$ cat src/rtl/core_9x8_stack.sv
// rtl/core_9x8_stack.sv - parametrised data stack: T/N registers over a spill memory
module core_9x8_stack #(
  parameter int WIDTH = 8,
  parameter int DEPTH = 32
) (
  input  logic                   i_clk,
  input  logic                   i_rst,
  input  logic                   i_push,
  input  logic                   i_pop,
  input  logic [WIDTH-1:0]       i_data,
  input  logic                   i_clr_err,
  output logic [WIDTH-1:0]       o_top,
  output logic [WIDTH-1:0]       o_next,
  output logic [$clog2(DEPTH):0] o_count,
  output logic                   o_empty,
  output logic                   o_full,
  output logic                   o_overflow,
  output logic                   o_underflow
);

  localparam int CW        = $clog2(DEPTH) + 1;
  localparam int MEM_WORDS = DEPTH - 2;
  localparam int MEM_AW    = (MEM_WORDS > 1) ? $clog2(MEM_WORDS) : 1;

  logic [WIDTH-1:0]  mem [0:MEM_WORDS-1];
  logic [WIDTH-1:0]  r_top;
  logic [WIDTH-1:0]  r_next;
  logic [CW-1:0]     r_count;
  logic              r_overflow;
  logic              r_underflow;

  // Address of the most recently spilled word; meaningful only while count>=3,
  // so it fits the memory address width without a separate "empty" code.
  logic [MEM_AW-1:0] r_mem_addr;
  logic [MEM_AW-1:0] mem_waddr;
  logic [WIDTH-1:0]  mem_rd;
  logic              mem_we;

  logic is_empty;
  logic is_full;
  logic ge2;
  logic ge3;
  logic op_push;
  logic op_pop;
  logic op_repl;

  assign is_empty = (r_count == '0);
  assign is_full  = (r_count == CW'(DEPTH));
  assign ge2      = (r_count >= CW'(2));
  assign ge3      = (r_count >= CW'(3));

  assign op_push  = i_push & ~i_pop;
  assign op_pop   = i_pop & ~i_push;
  assign op_repl  = i_push & i_pop;

  assign mem_waddr = ge3 ? (r_mem_addr + MEM_AW'(1)) : '0;
  assign mem_rd    = mem[r_mem_addr];
  assign mem_we    = ~i_rst & op_push & ge2 & ~is_full;

  // Spill storage is never reset; only the pointer and count define validity.
  always_ff @(posedge i_clk) begin
    if (mem_we) begin
      mem[mem_waddr] <= r_next;
    end
  end

  always_ff @(posedge i_clk) begin
    if (i_rst) begin
      r_top       <= '0;
      r_next      <= '0;
      r_count     <= '0;
      r_mem_addr  <= '0;
      r_overflow  <= 1'b0;
      r_underflow <= 1'b0;
    end else begin
      if (i_clr_err) begin
        r_overflow  <= 1'b0;
        r_underflow <= 1'b0;
      end

      if (op_push) begin
        if (is_full) begin
          r_overflow <= 1'b1;
        end else begin
          if (ge2) begin
            r_mem_addr <= mem_waddr;
          end
          r_next  <= r_top;
          r_top   <= i_data;
          r_count <= r_count + CW'(1);
        end
      end else if (op_pop) begin
        if (is_empty) begin
          r_underflow <= 1'b1;
        end else begin
          r_top <= r_next;
          if (ge3) begin
            r_next     <= mem_rd;
            r_mem_addr <= r_mem_addr - MEM_AW'(1);
          end
          r_count <= r_count - CW'(1);
        end
      end else if (op_repl) begin
        // Replacing on an empty stack degenerates to a push without an error.
        r_top <= i_data;
        if (is_empty) begin
          r_count <= CW'(1);
        end
      end
    end
  end

  assign o_top       = r_top;
  assign o_next      = r_next;
  assign o_count     = r_count;
  assign o_empty     = is_empty;
  assign o_full      = is_full;
  assign o_overflow  = r_overflow;
  assign o_underflow = r_underflow;

endmodule

$ cat config.mk
export PLATFORM = sky130hd
export DESIGN_NAME = core_9x8_stack
export DESIGN_NICKNAME = d
export VERILOG_FILES = /design/src/rtl/core_9x8_stack.sv
export SDC_FILE = /design/constraint.sdc
export NUM_CORES = 1
export LEC_CHECK = 0
export CAP_MARGIN = 25
export CORE_MARGIN = 10
export CORE_UTILIZATION = 66
export DETAILED_ROUTE_END_ITERATION = 12
export PLACE_DENSITY = 0.95
export SLEW_MARGIN = 20
export SYNTH_ARGS = -nofsm -noshare
export SYNTH_HDL_FRONTEND = slang
export SYNTH_SLANG_ARGS = --single-unit
$ cat constraint.sdc
create_clock -name i_clk -period 5.6 [get_ports i_clk]
set_clock_uncertainty 0.15 [all_clocks]
set_input_delay 1.12 -clock i_clk [delete_from_list [all_inputs] [get_ports i_clk]]
set_output_delay 1.12 -clock i_clk [all_outputs]
set_load 0.02 [all_outputs]
[Word-level counts from Yosys, hierarchy flattened]
Memory sizes are Yosys's and may differ from the RTL's. A register that Yosys moved wholly into a read port is not among the register bits.
Index checks and enable logic that the tools add are counted.
Word-level totals
  register bits after elaboration: 29
  RAM bits: 240
  bits of input ports: 13
  output and inout port bits: 26
  word-level logic and storage cells: 71
  memories kept: 1
Operators by class
  add/subtract/negate cells: 4
  magnitude comparators: 2
  equality and inequality tests: 5
  muxes and demuxes: 34
  bitwise gates (word level): 10
  reductions and logical operators: 9
Memories
  mem: words 30, width 8, read ports 1, clocked after Yosys merged registers in 1, write ports 1, RTL line 25  | logic [WIDTH-1:0] mem [0:MEM_WORDS-1];
Operator list (number)
  two-way mux 8 bit: 10
  two-way mux 5 bit: 9
  two-way mux 6 bit: 6
  >= comparator 6 x 2 -> 1 bit (second input constant): 2
  two-way mux 1 bit: 9
  AND reduction 4 bit: 2
  adder 6 x 1 -> 6 bit (second input constant): 1
  bitwise AND 1 bit: 6
  equality test 6 bit (second input constant): 1
  zero test 6 bit: 1
  nonzero test 3 bit: 2
  subtractor 6 x 1 -> 6 bit (second input constant): 1
  adder 5 x 1 -> 5 bit (second input constant): 1
  AND reduction 5 bit: 1
  subtractor 5 x 1 -> 5 bit (second input constant): 1
  != test 2 bit (second input constant): 2
  inverter 1 bit: 4
  nonzero test 2 bit: 2
  != test 3 bit (second input constant): 1
  AND reduction 3 bit: 1
  != test 2 x 1 -> 1 bit (second input constant): 1

[Logic depth before layout (Yosys ltp)]
Gate-level depths: netlist of the first run.
  depth after elaboration: 7
  depth in mapped cells: 10
  depth with buffers taken out: 7

[Least setup slack after synthesis of the first run]
Ideal clock, no wire load.
  path kind: input -> register
  from: input i_pop
  to: memory mem[29][0], enable pin
  setup time: 0.383 ns
  arrival time: 2.848 ns
  data required time: 5.067 ns
  slack: 2.218 ns
  cell stages on the path: 6
  buffers on the path: 1
  cells stage by stage: inv_1 > ha_1 > clkbuf_1 > and3_1 > nand4_1 > nor3_1
On the way
  longest elaborated chain between the ends: 7
RTL lines
  from (decl): RTL line 9  | input logic i_pop,
  inverter 1 bit: RTL line 52  | assign op_push = i_push & ~i_pop;
  bitwise AND 1 bit: RTL line 52
  bitwise AND 1 bit (3 in series): RTL line 58  | assign mem_we = ~i_rst & op_push & ge2 & ~is_full;
  two-way mux 1 bit: RTL line 62  | if (mem_we) begin
  two-way mux 1 bit (implied by the code): RTL line 63  | mem[mem_waddr] <= r_next;
  to (decl): RTL line 25
Every way passes these cells.

[Worst setup path after layout of the first run]
  from: register r_count[1] (netlist: o_count[1])
  to: output o_empty
On the way
  longest elaborated chain between the ends: 1
RTL lines
  from (decl): RTL line 28  | logic [CW-1:0] r_count;
  from (signal assigned): RTL line 90  | r_count <= r_count + CW'(1);
  from (signal assigned): RTL line 101  | r_count <= r_count - CW'(1);
  zero test 6 bit: RTL line 47  | assign is_empty = (r_count == '0);
  to (decl): RTL line 15  | output logic o_empty,
Every way passes these cells.

==> results.toml, run 1 <==
[critical_path]
crit_path_max_fanout = 9
critPathRequiredTime_ns = 4.33
crit_path_start_kind = "flip-flop"
cp_data_arrival_time_ns = 2.60
path_class = "reg2out"
endpoint_kind = "output pin"

[cells_and_area]
ff_latch_area_sq_um = 7890
syn2layout_area_growth_pct = 12.0
multi_input_area_sq_um = 3330
postLayoutCoreUtil_pct = 74.9
nFillCells = 884
stdcell_count = 1022
final_cell_mix = "240 x edfxtp_1, 57 x nor2_1, 42 x nand2_1"
layout.nets = 799
final_common_cell = "edfxtp_1"
drive_gt1_share_pct = 11.7

[place]
io_buffers = 38
gp_congestion = 0.961
post-place-ws_ns = 1.37
dp_hpwl_mm = 17.5
dp.cells = 971

[timing]
finalCritPeriodShare_pct = 69.2
min_period_ns = 3.87
setup_tns_ns = 0
relSlewSlack_pct = 41.8
tightest_slew_ns = 0.871
max_freq_ghz = 0.258
setup_viol_count_final = 0
finalHoldViolations = 0
slew_violations = 0
rsz0062_at_grt = "no"
fin_ws_ns = 1.73

[synth]
async_flop_share_pct = 0
synth_top_area_share_pct = 62.5
syn_inst = 737
syn-num-nets = 760
yosysSeqAreaShare_pct = 68.4
syn_area_per_cell_sq_um = 15.6
yosys-top-cells-area = "edfxtp_1 63%, dfxtp_1 5.9%, mux4_2 5.7%"
synth_top_cell_by_area = "edfxtp_1"
synth_warnings = 0
synth.distinct_cells = 57
synth_edf_count = 240
ys.flop_type = "edfxtp_1"
ys_ff_latch = 274
synth_area_sq_um = 11500

[detailed_routing]
drt_iter0_markers = 1354
routed-wl-met3_mm = 3.81
wl_per_cell_um = 28.5
dr_wl_met2_mm = 13.6
wl_met1_mm = 10.5
ant_nets = 0
via_per_inst = 7.12
drc = 0
top_layer = "met4"
vias = 7280
routed_wl_mm = 29.2
dr.pass1.iters = 6

[floorplan]
pin_count = 39
num_rows = 48
die_w_um = 152
core_sq_um = 17200
start_util_pct = 66.9
die_area_sq_um = 23200
die-height_um = 152

[power]
peakVddDrop_mv = 0.270
power_density_nw_per_um2 = 387
power.total_uw = 4990
leakage_uw = 0.00416

[clock_network]
htreeDepth = 1
cts_sinks = 274
clock_path_buffers = 3
numCtsBuffers = 26
clk_pin_slew_ns = 0.06
cts.repair.resized = 0
cts_hold_buf = 0
cts_tree = "built"
postCtsSetupBuffers = 0
cts-root-buf = "clkbuf_16"
clk_latency_ns = 0.53

[global_route]
grt_max_degree = 63
grt-ovfl-total = 0
antenna_found_initial = 1
grt_use_total_pct = 24.5
grt_pass1_wl_mm = 44.5
grt_pass1_vias = 6989

[flow_run]
drv_cap = 0

[outcome]
outcome = "finished, final reports clean"

[min_path]
hold_path.class = "reg2reg"
==> per-layer routing <==
layer / track usage [%] / vias to the layer above
met5: 0 / -
li1: - / 2998
met1: 32.7 / 3515
met3: 6.46 / 103
met2: 37.7 / 664
met4: 9.63 / 0
==> sequential cells by signal (all words and copies together) (netlist names), named ones only <==
signal       count
o_count          6
mem            240
o_overflow       1
o_underflow      1
r_mem_addr       5
o_top            8
o_next           8
==> logic make-up after synthesis <==
group / after synthesis / synth area share, %
compound gates: 131 / 7.50
simple gates: 178 / 7.54
mux: 84 / 12.4
buf+inv: 56 / 2.71
fa+ha+maj: 10 / 1.09
flops: 274 / 68.4
xor+xnor: 4 / 0.304
==> worst paths after layout <==
kind / endpoint / from / cells after the start / slack (ns)
setup / recovery: o_empty / o_count[1] / 5 / 1.73
hold / removal: o_overflow / o_overflow / 2 / 0.33
setup reg to reg: mem[6][5] / o_count[1] / 7 / 1.83
hold reg to reg: o_overflow / o_overflow / 2 / 0.33
==> per-stage QoR <==
| stage | hold slack, ns | cell area [sq um] |
|---|---|---|
| 2_1_floorplan | 0.343 | 11500 |
| 3_3_place_gp | 0.315 | 12000 |
| 3_5_place_dp | 0.321 | 12000 |
| 4_1_cts | 0.334 | 12900 |
| 5_1_grt | 0.350 | 12900 |
| 6_report | 0.330 | 12900 |
==> synthesized netlist by cell type, types with 4 or more instances <==
cell and instances:
nand2_1 42, nand4_1 6, buf_6 5, nand3_1 15, clkbuf_1 17, a31oi_1 4, mux2i_1 38, nor3_1 13
a211oi_1 6, nand2b_1 6, a311oi_1 11, a22oi_1 18, or4_1 6, o21ai_0 29, mux4_1 14, inv_1 12
and2_1 4, mux4_2 29, o211ai_1 4, a21o_1 4, nor2b_1 12, buf_4 10, edfxtp_1 240, o22ai_1 5
nor2_1 57, dfxtp_1 34, a21oi_1 32, buf_2 8, ha_1 10, and3_1 5
==> report_power, final <==
group          internal, uW  total [uW]  switching, uW
Sequential             2330        2410           86.5
Clock                  1050        1780            736
Combinational           292         797            505
Total                  3670        4990           1330
==> critical path: stages (launching register included) <==
cell and delay, ns:
dfxtp_1 0.41, inv_1 0.15, ha_1 0.20, nor4b_4 0.41, and2_1 0.26, clkdlybuf4s50_1 0.63
==> cell type report <==
cell class	instances	share of cell area (%)
Clock buffer	36	5.65
Sequential cell	274	61.1
Multi-Input combinational cell	407	25.8
Clock inverter	12	1.04
Antenna cell	1	0.0194
Inverter	12	0.349
Tap cell	225	2.18
Timing Repair Buffer	55	3.89
No activity file was read; power rests on OpenSTA's default activity.
==> run 2, diff against run 1 <==
--- a/config.mk
+++ b/config.mk
@@ -7,9 +7,9 @@
 export LEC_CHECK = 0
 export CAP_MARGIN = 25
 export CORE_MARGIN = 10
-export CORE_UTILIZATION = 66
+export CORE_UTILIZATION = 61
 export DETAILED_ROUTE_END_ITERATION = 12
-export PLACE_DENSITY = 0.95
+export PLACE_DENSITY = 0.9
 export SLEW_MARGIN = 20
 export SYNTH_ARGS = -nofsm -noshare
 export SYNTH_HDL_FRONTEND = slang
==> constraint.sdc (replaced) <==
create_clock -name i_clk -period 3.6 [get_ports i_clk]
set_clock_uncertainty 0.15 [all_clocks]
set_input_delay 0.72 -clock i_clk [delete_from_list [all_inputs] [get_ports i_clk]]
set_output_delay 0.72 -clock i_clk [all_outputs]
set_load 0.02 [all_outputs]
==> results.toml, run 2 (synthesis gave the netlist of run 1 again) <==
[outcome]
outcome = "finished, final reports clean"

[detailed_routing]
wl_per_cell_um = 26.6
via_per_inst = 6.81
routed_wl_mm = 28.4
dr.pass1.iters = 5
drc = 0
vias = 7260
ant_nets = 0
drt_iter0_markers = 1134

[timing]
fin_ws_ns = 0.180
rsz0062_at_grt = "no"
relSlewSlack_pct = 48.6
tightest_slew_ns = 0.770
min_period_ns = 3.42
finalHoldViolations = 0
max_freq_ghz = 0.292
setup_tns_ns = 0
finalCritPeriodShare_pct = 95.0
slew_violations = 0
setup_viol_count_final = 0

[floorplan]
num_rows = 50
die_w_um = 157
die-height_um = 157
die_area_sq_um = 24800
pin_count = 39
start_util_pct = 61.8
core_sq_um = 18600

[place]
dp.cells = 1019
gp_congestion = 0.929
dp_hpwl_mm = 17.5
post-place-ws_ns = 0.249
io_buffers = 38

[global_route]
grt_pass1_wl_mm = 43.6
grt_use_total_pct = 23.3
grt_pass1_vias = 7275
grt-ovfl-total = 0
antenna_found_initial = 1
grt_max_degree = 43

[critical_path]
cp_data_arrival_time_ns = 2.55
crit_path_start_kind = "flip-flop"
path_class = "reg2out"
critPathRequiredTime_ns = 2.73
crit_path_max_fanout = 9
worstRegToRegCells = 8
r2r_start = "o_count[1]"
endpoint_kind = "output pin"
r2r-end = "mem[29][2]"
r2r_slack_ns = 0.53

[power]
peakVddDrop_mv = 0.359
power.total_uw = 7570
leakage_uw = 0.00433
power_density_nw_per_um2 = 576

[clock_network]
clock_path_buffers = 3
cts_hold_buf = 0
cts_sinks = 274
cts-root-buf = "clkbuf_16"
cts_tree = "built"
postCtsSetupBuffers = 0
cts.repair.resized = 0
clk_latency_ns = 0.54
numCtsBuffers = 27
clk_pin_slew_ns = 0.06
htreeDepth = 1

[cells_and_area]
final_cell_mix = "240 x edfxtp_1, 57 x nor2_1, 54 x buf_4"
postLayoutCoreUtil_pct = 70.5
antennaDiodeCount = 0
stdcell_count = 1066
drive_gt1_share_pct = 15.4
syn2layout_area_growth_pct = 14.0
largest_reg_flops = 240
final_common_cell = "edfxtp_1"
layout.nets = 837
largest_register = "mem"

[flow_run]
drv_cap = 0

[min_path]
min_from = "o_top[5]"
hold_path.class = "reg2reg"
hold-path-endpoint = "o_top[5]"
holdPathStages = 2
run 2: cell types whose count changed in the layout (fill, tap and decap cells not counted), sizes merged:
| cell | delta |
|---|---|
| buf | +38 |
| clkbuf | -6 |
| clkinv | +4 |
| bufinv | -2 |
| inv | +2 |
| diode | -1 |
run 2: per-stage QoR:
stage / instance area (sq um) / hold slack, ns
after global routing: 13100 / 0.414
after CTS: 13100 / 0.384
after floorplan: 11500 / 0.343
after detailed placement: 12300 / 0.375
final: 13100 / 0.389
after global placement: 12300 / 0.367
run 2: worst max-delay path, stage by stage, from the launching register on:
cell and delay, ns:
dfxtp_1 0.41, inv_1 0.14, ha_1 0.18, nor4b_4 0.42
and2_1 0.24, clkdlybuf4s50_1 0.62
run 2: final cells by class:
cell class,instances,area [sq um]
Clock inverter,16,105
Sequential cell,274,7890
Fill cell,1149,5500
Clock buffer,31,691
Timing Repair Buffer,92,786
Multi-Input combinational cell,407,3330
Inverter,12,45.0
Tap cell,234,293
run 2: worst max-delay path by stage:
stage	slack, ns	from	end
5_1_grt	0.08	o_count[0]	o_empty
4_1_cts	0.20	o_count[1]	o_empty
2_1_floorplan	0.62	i_pop	mem[29][0]
3_5_place_dp	0.25	i_pop	o_top[2]
3_3_place_gp	0.45	i_pop	o_top[6]
6_report	0.18	o_count[1]	o_empty
run 2: report_power, final:
part | leakage (uW) | switching [uW] | internal (uW)
Combinational | 0.00145 | 760 | 468
Clock | 0.000394 | 1150 | 1440
Sequential | 0.00249 | 128 | 3620
Total | 0.00433 | 2040 | 5530
run 2: layer usage:
metal,up-vias,global-route usage (%),part of all wire [%]
met3,84,4.67,11
li1,3077,-,-
met2,498,37.8,48
met1,3599,30.3,37
met5,-,0,0.025
met4,2,8.99,3.8
==> run 3, diff against run 2 <==
==> constraint.sdc (replaced) <==
create_clock -name i_clk -period 3.2 [get_ports i_clk]
set_clock_uncertainty 0.15 [all_clocks]
set_input_delay 0.64 -clock i_clk [delete_from_list [all_inputs] [get_ports i_clk]]
set_output_delay 0.64 -clock i_clk [all_outputs]
set_load 0.02 [all_outputs]
==> results.toml, run 3 (synthesis gave the netlist of run 1 again) <==
[outcome]
outcome = "finished, final reports clean"

[floorplan]
die_area_sq_um = 24800
die-height_um = 157
core_sq_um = 18600
die_w_um = 157
pin_count = 39
num_rows = 50
start_util_pct = 61.8

[place]
gp_congestion = 0.906
dp.cells = 1019
io_buffers = 38
dp_hpwl_mm = 17.3

[timing]
rsz0062_at_grt = "no"
tightest_slew_ns = 0.661
setup_viol_count_final = 0
finalHoldViolations = 0
min_period_ns = 3.03
finalCritPeriodShare_pct = 94.6
max_freq_ghz = 0.331
setup_tns_ns = 0
relSlewSlack_pct = 55.7
slew_violations = 0

[clock_network]
cts_sinks = 274
cts_tree = "built"
cts-root-buf = "clkbuf_16"
numCtsBuffers = 27
htreeDepth = 1
clk_pin_slew_ns = 0.06
clock_path_buffers = 3
clk_latency_ns = 0.54
cts_hold_buf = 0

[global_route]
grt_pass1_vias = 7208
grt_pass1_wl_mm = 44.0
grt_max_degree = 43
grt_use_total_pct = 23.5
grt-ovfl-total = 0
antenna_found_initial = 1

[critical_path]
slowest_delay_ns = 0.54
crit_path_start_kind = "flip-flop"
cp_cell_sequence = "inv_1, ha_1, nor4b_4, buf_4, a22oi_1, and3_1, nand4_1, nor2_1, buf_4"
crit_slowest_cell = "dfxtp_1"
cp_data_arrival_time_ns = 3.11
endpoint_kind = "flip-flop"
critical-path-top-cell-by-count = "buf_4"
crit_path_max_fanout = 9
critPathRequiredTime_ns = 3.28
path_class = "reg2reg"

[detailed_routing]
drt_iter0_markers = 978
dr.pass1.iters = 6
wl_per_cell_um = 26.7
vias = 7248
routed_wl_mm = 28.7
ant_nets = 0
drc = 0
via_per_inst = 6.76

[cells_and_area]
stdcell_count = 1072
syn2layout_area_growth_pct = 15.4
layout.nets = 840
antennaDiodeCount = 0
largest_register = "mem"
nFillCells = 1130
drive_gt1_share_pct = 16.1
final_cell_mix = "240 x edfxtp_1, 57 x nor2_1, 54 x buf_4"
final_common_cell = "edfxtp_1"
largest_reg_flops = 240

[power]
power.total_uw = 8800
power_density_nw_per_um2 = 662
leakage_uw = 0.00441
peakVddDrop_mv = 0.458

[min_path]
hold_path.class = "reg2reg"

[flow_run]
drv_cap = 0
-- run 3: cell types whose count changed in the layout (fill, tap and decap cells not counted), sizes merged, moves of 2 or more --
cell / before / now
buf: 54 / 57
bufinv: 1 / 3
clkbuf: 31 / 40
clkdlybuf4s50: 38 / 36
clkinv: 13 / 3
clkinvlp: 0 / 3
dlymetal6s2s: 0 / 2
-- run 3: path summary, 6_finish.rpt --
kind / from / endpoint / slack [ns] / cells after the start
worst max-delay path: o_count[1] / mem[3][4] / 0.17 / 9
worst min-delay path: o_top[7] / o_top[7] / 0.38 / 2
worst max register to register: o_count[1] / mem[3][4] / 0.17 / 9
worst min register to register: o_top[7] / o_top[7] / 0.38 / 2
-- run 3: critical path, delay by kind of cell, from the launching register on --
| family | cells | cell delay (ns) |
|---|---|---|
| and+or+nand+nor | 4 | 1.00 |
| AOI/OAI and AO/OA | 1 | 0.26 |
| buffers and inverters | 3 | 0.54 |
| adders and majority gates | 1 | 0.22 |
| DFF | 1 | 0.54 |
-- run 3: per-stage QoR --
stage | instance area (sq um) | setup slack, ns | hold slack (ns) | utilization, %
floorplan | 11500 | 0.223 | 0.343 | -
global placement | 12400 | 0.251 | 0.361 | 66.4
detailed placement | 12400 | 0.0908 | 0.363 | 66.4
CTS | 13300 | 0.00116 | 0.378 | 71.2
global route | 13300 | 0.00188 | 0.403 | 71.3
finish | 13300 | 0.174 | 0.379 | 71.3
-- run 3: power breakdown --
part / switching [uW] / internal (uW) / total, uW
sequential: 114 / 4070 / 4190
combinational: 894 / 545 / 1440
clock: 1300 / 1880 / 3170
total: 2310 / 6490 / 8800
-- run 3: timing repair --
item                                   in CTS  in global routing
cloned                                      0                  0
pin swaps                                   0                  2
endpoints found under the hold margin       0                  0
buffers inserted                            1                  2
setup endpoints to repair                   2                 35
resized for setup                           0                  2
-- run 3: layout make-up --
type	instances	area, sq um	area share, %
timing repair buffer	95	851	6.40
tap	234	293	2.20
multi-input combinational	407	3330	25.0
clock buffer	40	754	5.67
inverter	12	45.0	0.339
sequential	274	7890	59.3
clock inverter	10	135	1.02
-- run 3: layer usage --
metal / GRT usage (%) / vias up / wire length [um]
li1: - / 3072 / -
met1: 30.7 / 3579 / 10700
met2: 37.4 / 502 / 13600
met3: 4.91 / 95 / 3060
met4: 10.4 / 0 / 1260
met5: 0 / - / 0
